<file path="src/rtl/ped64_sched_pkg.sv">
// Shared types, defaults and the round-robin search helper for the ped64 config scheduler.
package ped64_sched_pkg;

  localparam int NREQ     = 4;
  localparam int CFG_W    = 200;
  localparam int TMO_W    = 12;
  localparam int TIMEOUT  = 4095;
  localparam int MAX_NREQ = 8;

  typedef enum logic [2:0] {
    IDLE  = 3'd0,
    LOAD  = 3'd1,
    START = 3'd2,
    WAIT  = 3'd3,
    RESP  = 3'd4
  } sched_state_e;

  typedef struct packed {
    logic       found;
    logic [2:0] idx;
  } rr_pick_t;

  // First set bit of req at or above ptr, wrapping at n; widths sized for the largest NREQ.
  function automatic rr_pick_t rr_pick(
    input logic [MAX_NREQ-1:0] req,
    input logic [2:0]          ptr,
    input int                  n
  );
    rr_pick_t r;
    int       k;
    r = '0;
    for (int i = 0; i < MAX_NREQ; i++) begin
      k = (int'(ptr) + i) % n;
      if (!r.found && (i < n) && req[3'(k)]) begin
        r.found = 1'b1;
        r.idx   = 3'(k);
      end
    end
    return r;
  endfunction

endpackage

</file>
<file path="src/rtl/ped64_rr_arb.sv">
// Round-robin picker: combinational grant search from a registered priority pointer
// that moves just past the last served requester when upd is pulsed.
module ped64_rr_arb #(
  parameter int NREQ = 4
) (
  input  logic                    clk,
  input  logic                    rst,
  input  logic [NREQ-1:0]         req,
  input  logic                    upd,
  input  logic [$clog2(NREQ)-1:0] last_id,
  output logic                    found,
  output logic [$clog2(NREQ)-1:0] gnt_id
);
  import ped64_sched_pkg::*;

  localparam int IW = $clog2(NREQ);

  logic [IW-1:0] ptr;
  rr_pick_t      pick;

  always_comb begin
    pick   = rr_pick(MAX_NREQ'(req), 3'(ptr), NREQ);
    found  = pick.found;
    gnt_id = IW'(pick.idx);
  end

  always_ff @(posedge clk) begin
    if (rst) begin
      ptr <= '0;
    end else if (upd) begin
      ptr <= (last_id == IW'(NREQ - 1)) ? '0 : last_id + 1'b1;
    end
  end

endmodule

</file>
<file path="src/rtl/ped64_cfg_sched.sv">
// Shares the single ped64 config/command port among NREQ requesters: grant, deliver the
// config word, pulse start, then wait for done or timeout and report back to the requester.
module ped64_cfg_sched #(
  parameter int NREQ    = ped64_sched_pkg::NREQ,
  parameter int CFG_W   = ped64_sched_pkg::CFG_W,
  parameter int TMO_W   = ped64_sched_pkg::TMO_W,
  parameter int TIMEOUT = ped64_sched_pkg::TIMEOUT
) (
  input  logic                    gm_clk,
  input  logic                    rst,
  input  logic [NREQ-1:0]         req_valid,
  input  logic [NREQ*CFG_W-1:0]   req_cfg,
  output logic [NREQ-1:0]         req_ready,
  output logic                    ped_cfg_valid,
  output logic [CFG_W-1:0]        ped_cfg_data,
  input  logic                    ped_cfg_ready,
  output logic                    ped_start,
  input  logic                    ped_done,
  output logic [NREQ-1:0]         job_done,
  output logic [NREQ-1:0]         job_err,
  output logic                    sched_busy,
  output logic [$clog2(NREQ)-1:0] cur_id
);
  import ped64_sched_pkg::*;

  localparam int IW = $clog2(NREQ);

  sched_state_e   state;
  sched_state_e   state_nxt;
  logic [TMO_W-1:0] tmo_cnt;
  logic           gnt_found;
  logic [IW-1:0]  gnt_id;
  logic [CFG_W-1:0] sel_cfg;
  logic           resp_now;
  logic           tmo_hit;

  assign resp_now = (state == RESP);
  assign tmo_hit  = (tmo_cnt == TMO_W'(TIMEOUT));

  ped64_rr_arb #(
    .NREQ (NREQ)
  ) u_arb (
    .clk     (gm_clk),
    .rst     (rst),
    .req     (req_valid),
    .upd     (resp_now),
    .last_id (cur_id),
    .found   (gnt_found),
    .gnt_id  (gnt_id)
  );

  always_comb begin
    sel_cfg = req_cfg[int'(gnt_id) * CFG_W +: CFG_W];
  end

  always_comb begin
    state_nxt = state;
    case (state)
      IDLE:    if (gnt_found) state_nxt = LOAD;
      LOAD:    if (ped_cfg_ready) state_nxt = START;
      START:   state_nxt = WAIT;
      WAIT:    if (ped_done || tmo_hit) state_nxt = RESP;
      RESP:    state_nxt = IDLE;
      default: state_nxt = IDLE;
    endcase
  end

  // The timeout counter reads the WAIT cycle index, starting at 0 on entry; done beats timeout.
  always_ff @(posedge gm_clk) begin
    if (rst) begin
      state         <= IDLE;
      req_ready     <= '0;
      ped_cfg_valid <= 1'b0;
      ped_cfg_data  <= '0;
      ped_start     <= 1'b0;
      job_done      <= '0;
      job_err       <= '0;
      sched_busy    <= 1'b0;
      cur_id        <= '0;
      tmo_cnt       <= '0;
    end else begin
      state      <= state_nxt;
      sched_busy <= (state_nxt != IDLE);
      req_ready  <= '0;
      ped_start  <= 1'b0;
      job_done   <= '0;
      job_err    <= '0;
      case (state)
        IDLE: begin
          if (gnt_found) begin
            req_ready     <= NREQ'(1) << gnt_id;
            ped_cfg_valid <= 1'b1;
            ped_cfg_data  <= sel_cfg;
            cur_id        <= gnt_id;
          end
        end
        LOAD: begin
          if (ped_cfg_ready) begin
            ped_cfg_valid <= 1'b0;
            ped_start     <= 1'b1;
          end
        end
        START: begin
          tmo_cnt <= '0;
        end
        WAIT: begin
          if (ped_done) begin
            job_done <= NREQ'(1) << cur_id;
          end else if (tmo_hit) begin
            job_err <= NREQ'(1) << cur_id;
          end else begin
            tmo_cnt <= tmo_cnt + 1'b1;
          end
        end
        default: ;
      endcase
    end
  end

endmodule

</file>
<file path="config.mk">
export PLATFORM = sky130hd
export DESIGN_NAME = ped64_cfg_sched
export DESIGN_NICKNAME = d
export VERILOG_FILES = /design/src/rtl/ped64_sched_pkg.sv /design/src/rtl/ped64_rr_arb.sv /design/src/rtl/ped64_cfg_sched.sv
export SDC_FILE = /design/constraint.sdc
export NUM_CORES = 1
export LEC_CHECK = 0
export CAP_MARGIN = 20
export CORE_AREA = 2 2 397 399
export CTS_CLUSTER_SIZE = 24
export DETAILED_ROUTE_END_ITERATION = 8
export DIE_AREA = 0 0 399 401
export MAX_ROUTING_LAYER = met4
export PLACE_DENSITY = 0.43
export SLEW_MARGIN = 0
export SYNTH_ARGS = -nofsm -noshare
export SYNTH_HDL_FRONTEND = slang
export SYNTH_SLANG_ARGS = --single-unit
export TNS_END_PERCENT = 5
</file>
<file path="constraint.sdc">
create_clock -name gm_clk -period 1.9 [get_ports gm_clk]
set_input_delay 0.38 -clock gm_clk [delete_from_list [all_inputs] [get_ports gm_clk]]
set_output_delay 0.38 -clock gm_clk [all_outputs]
set_load 0.02 [all_outputs]
</file>
==> results.rst <==
.. list-table::
   :header-rows: 1

   * - Metric
     - Value
   * - Distinct cell type count after synthesis
     - 43
   * - Library cell contributing the largest single delay on the critical path
     - or4b_4
   * - Terminating pin of the worst hold path
     - sched_busy
   * - Number of maximum-capacitance constraint violations
     - 0
   * - Max-slew violation total from the final report
     - 0
   * - Critical R2R Launch
     - u_arb.ptr[0]
   * - Drt initial violations
     - 1204
   * - Vias in the first global route
     - 20500
   * - Flop2flop setup slack
     - -0.38 ns
   * - Initial antenna violation count
     - 83
   * - Clock Latency Late Sink
     - slightly below 0.6 ns
   * - Largest net degree at the start of global routing
     - 48
   * - Final-report hold violation count
     - 0
   * - Worst Reg-to-Reg Cells
     - 8
   * - CTS Root Cell
     - clkbuf_16
   * - Share of cells above drive strength 1
     - 0.2244
   * - Tightest slew margin relative to the limit
     - 0.6000
   * - Maximum buffer depth of the clock tree
     - 3
   * - Run status
     - complete, but fails checks
   * - Highest cell delay on the worst timing path
     - approximately 0.60 ns
   * - Detail-routed net length per standard cell
     - ~27 um
   * - Number of instances in the placed design
     - 4950
   * - Boundary Pins
     - just over 1000
   * - Fillcell total
     - roughly 17000
   * - Cell Area, Synth
     - about 15000 um2
   * - Layout area overhead
     - 128.0%
   * - VDD IR-drop max
     - roughly 680 uV
   * - Static leakage
     - between 10 and 15 nW
   * - Launching element type of the critical path
     - primary input
   * - Portion of the clock cycle consumed by the worst path in the final layout
     - 1.221
   * - Worst Setup Path Type
     - in -> reg
   * - Failing checks
     - setup timing
   * - Setup repair after global routing missed its margin
     - yes
   * - Net switching power of the design
     - 7.574 mW
   * - Total grt overflow
     - 0
   * - Instance count on the critical path
     - 9
   * - Setup Viol. Count Final
     - between 200 and 250
   * - Total CTS buffers
     - 36
   * - DIE WIDTH
     - around 400 um
   * - Post-route worst hold slack
     - ~0.39 ns
   * - Y dimension of the die
     - 401 um
   * - Fraction of power consumed by the clock network
     - 0.333
   * - TritonCTS clock tree
     - done
   * - Via-to-Cell Ratio
     - just under 4
   * - Buffers added on ports
     - a little over 1000
   * - Core Box Area
     - between 150000 and 200000 um2
   * - Syn nets
     - between 2000 and 3000
   * - Initial cell density of the core
     - 0.09468
   * - HP Class
     - in -> reg
   * - Worst-path clk slew
     - about 0.060 ns
   * - CP delay by family, top
     - buffers and inverters
   * - Tmin final
     - approximately 2.3 ns
   * - Number of cells in the finished layout apart from fillers
     - around 5100
   * - Crit path capture type
     - flip-flop
   * - Post-route ant nets
     - 0
   * - Overall track demand over capacity in global routing
     - 0.1645
   * - Ordered cell list for the critical path
     - clkdlybuf4s50_1, nor2b_1, or4b_4, buf_16, buf_12, and3_1, a211oi_4, buf_4, o31ai_1
   * - Final Wtd Congestion
     - slightly above 0.9
   * - Commonest cells after routing, fill and taps aside
     - clkdlybuf4s50_1 (805), dfxtp_1 (232), buf_4 (223)
   * - Router iterations before antenna repair
     - 5
   * - Worst Path Required
     - around 2.4 ns
   * - Critical Path AT
     - 2.78 ns
   * - DRC
     - 0
   * - Sequential area share after synthesis
     - 0.3179
   * - Register share of total power
     - 0.272
   * - Fraction of power consumed by combinational cells
     - 0.395
   * - Cell depth of the worst hold path
     - 4
   * - Power density relative to cell area
     - about 650 nW/um2
   * - Sink count of the clock tree
     - about 230
   * - Global-route wire length before repair
     - 176700 um
   * - Fraction of synthesized cell area taken by the top area cell type
     - 0.3179
   * - CP bufs+invs
     - 4
   * - Via count
     - 20140
   * - Cell types with the largest area share after synthesis
     - dfxtp_1 (32%), a211oi_1 (11%), and3_1 (9.3%)
   * - Final sum of negative setup slack
     - -58.43 ns
   * - Layout Skew
     - roughly 0.025 ns
   * - Top_reg_cell synth
     - dfxtp_1
   * - Final cell area excluding filler cells
     - about 34000 um2
   * - CTS H-tree depth
     - 2
   * - Die outline area
     - around 160000 um2
   * - Post-detailed-placement cell area
     - about 30000 um2
   * - Number of synthesis warnings
     - 0
   * - Routed WL
     - roughly 140000 um
   * - Cell Int Power
     - 14.36 mW
   * - Final layout net count
     - 3789
   * - Site Rows
     - approximately 150
   * - #FFs+latches synth
     - 234
   * - Avg Inst Size Synth
     - just over 8 um2
   * - HPWL after detailed placement
     - 110300 um
   * - Fraction of power spent switching nets
     - 0.3454
   * - Post-synth EDFFs
     - 0
   * - Async set-reset flop share out of synthesis
     - 0
   * - Worst min-delay path startpoint
     - req_valid[3]
   * - Number of instances in the synthesized netlist
     - 1783
   * - R2r endpoint
     - ped_cfg_data[101]
   * - Timing-limited maximum frequency
     - about 0.43 GHz
   * - Post-place setup slack
     - -1.706 ns
   * - Slew of the pin with the lowest slew margin
     - 0.5945 ns
   * - Worst-path fanout max
     - 24
   * - Commonest non-fill, non-tap cell in the layout
     - clkdlybuf4s50_1
   * - Least setup slack across all paths after layout
     - -0.4197 ns
   * - Area leader, netlist
     - dfxtp_1
registers in the layout, indices dropped and copies added, names as in the netlist, 2 cells and up:
register,cells
cur_id,2
u_arb.ptr,2
job_done,4
req_ready,4
state,3
tmo_cnt,12
job_err,4
ped_cfg_data,200
routing by layer:
metal	global-route usage	vias to the layer above	routed length, um
met2	0.2859	875	68390
met5	-	-	0
li1	-	9225	-
met3	0.05396	207	11990
met1	0.1809	9837	52820
met4	0.03660	0	3537
cell families (layout without fill, tap and decap cells):
logic type	Yosys count	count (layout)	share of synthesized area
buffers and inverters	220	1435	0.07038
AND/OR/NAND/NOR	596	597	0.2065
multiplexers	92	92	0.06248
other	0	35	0
AO/OA/AOI/OAI	629	629	0.3344
flip-flops	234	234	0.3179
adder cells (fa/ha/maj)	5	5	0.004245
XOR/XNOR	7	7	0.004160
worst max path at each step:
stage / startpoint / end / slack, ns
after CTS: u_arb.ptr[0] / ped_cfg_data[106] / -0.45
final: req_valid[0] / ped_cfg_data[101] / -0.42
after floorplan: req_valid[0] / ped_cfg_data[82] / -0.04
after global placement: req_valid[3] / ped_cfg_data[114] / -1.67
after global routing: u_arb.ptr[0] / ped_cfg_data[101] / -0.47
after detailed placement: req_valid[3] / ped_cfg_data[114] / -1.71
what timing repair did:
action,CTS,global route
gates cloned,7,10
setup endpoints to repair,407,399
hold buffers,0,0
setup buffers,17,13
pin swaps,14,67
gates resized for setup,139,359
tightest hold or removal path, stage by stage:
cell            delay [ns]
dlymetal6s2s_1        0.18
nor4_2                0.09
buf_4                 0.13
a21oi_1               0.13
stage by stage:
step | util | power [mW]
2_1_floorplan | - | 8.952
3_3_place_gp | 0.1899 | 14.16
3_5_place_dp | 0.1899 | 14.15
4_1_cts | 0.2045 | 22.03
5_1_grt | 0.2158 | 22.90
6_report | 0.2159 | 21.93
synthesized netlist by cell type (all sizes together) (13+ instances only):
library cell  number
o211ai            93
mux2i             92
and3             219
o21ai             98
nor2              21
buf               76
o31ai            110
nand2            212
clkbuf           138
dfxtp            234
a211oi           219
nand3             96
and2              13
a211o             93
cell type report:
type | instances | area (um2) | share of cell area
inverters | 6 | 22.52 | 0.0006702
clock inverters | 14 | 182.7 | 0.005436
repair buffers | 1368 | 14740 | 0.4385
well taps | 2058 | 2575 | 0.07663
clock buffers | 47 | 1044 | 0.03105
flip-flops and latches | 234 | 4690 | 0.1395
diodes | 35 | 87.58 | 0.002606
multi-input cells | 1330 | 10270 | 0.3056
power groups by stage:
| stage | Sequential [mW] | Combinational (mW) | Clock [mW] |
|---|---|---|---|
| 3_3_place_gp | 6.07 | 8.09 | 0 |
| 3_5_place_dp | 6.07 | 8.08 | 0 |
| 5_1_grt | 6.03 | 9.14 | 7.74 |
| 6_report | 5.96 | 8.67 | 7.31 |
| 4_1_cts | 5.98 | 8.45 | 7.61 |
| 2_1_floorplan | 6.70 | 2.25 | 0 |
Note: power is estimated with default switching activity, not from simulation.
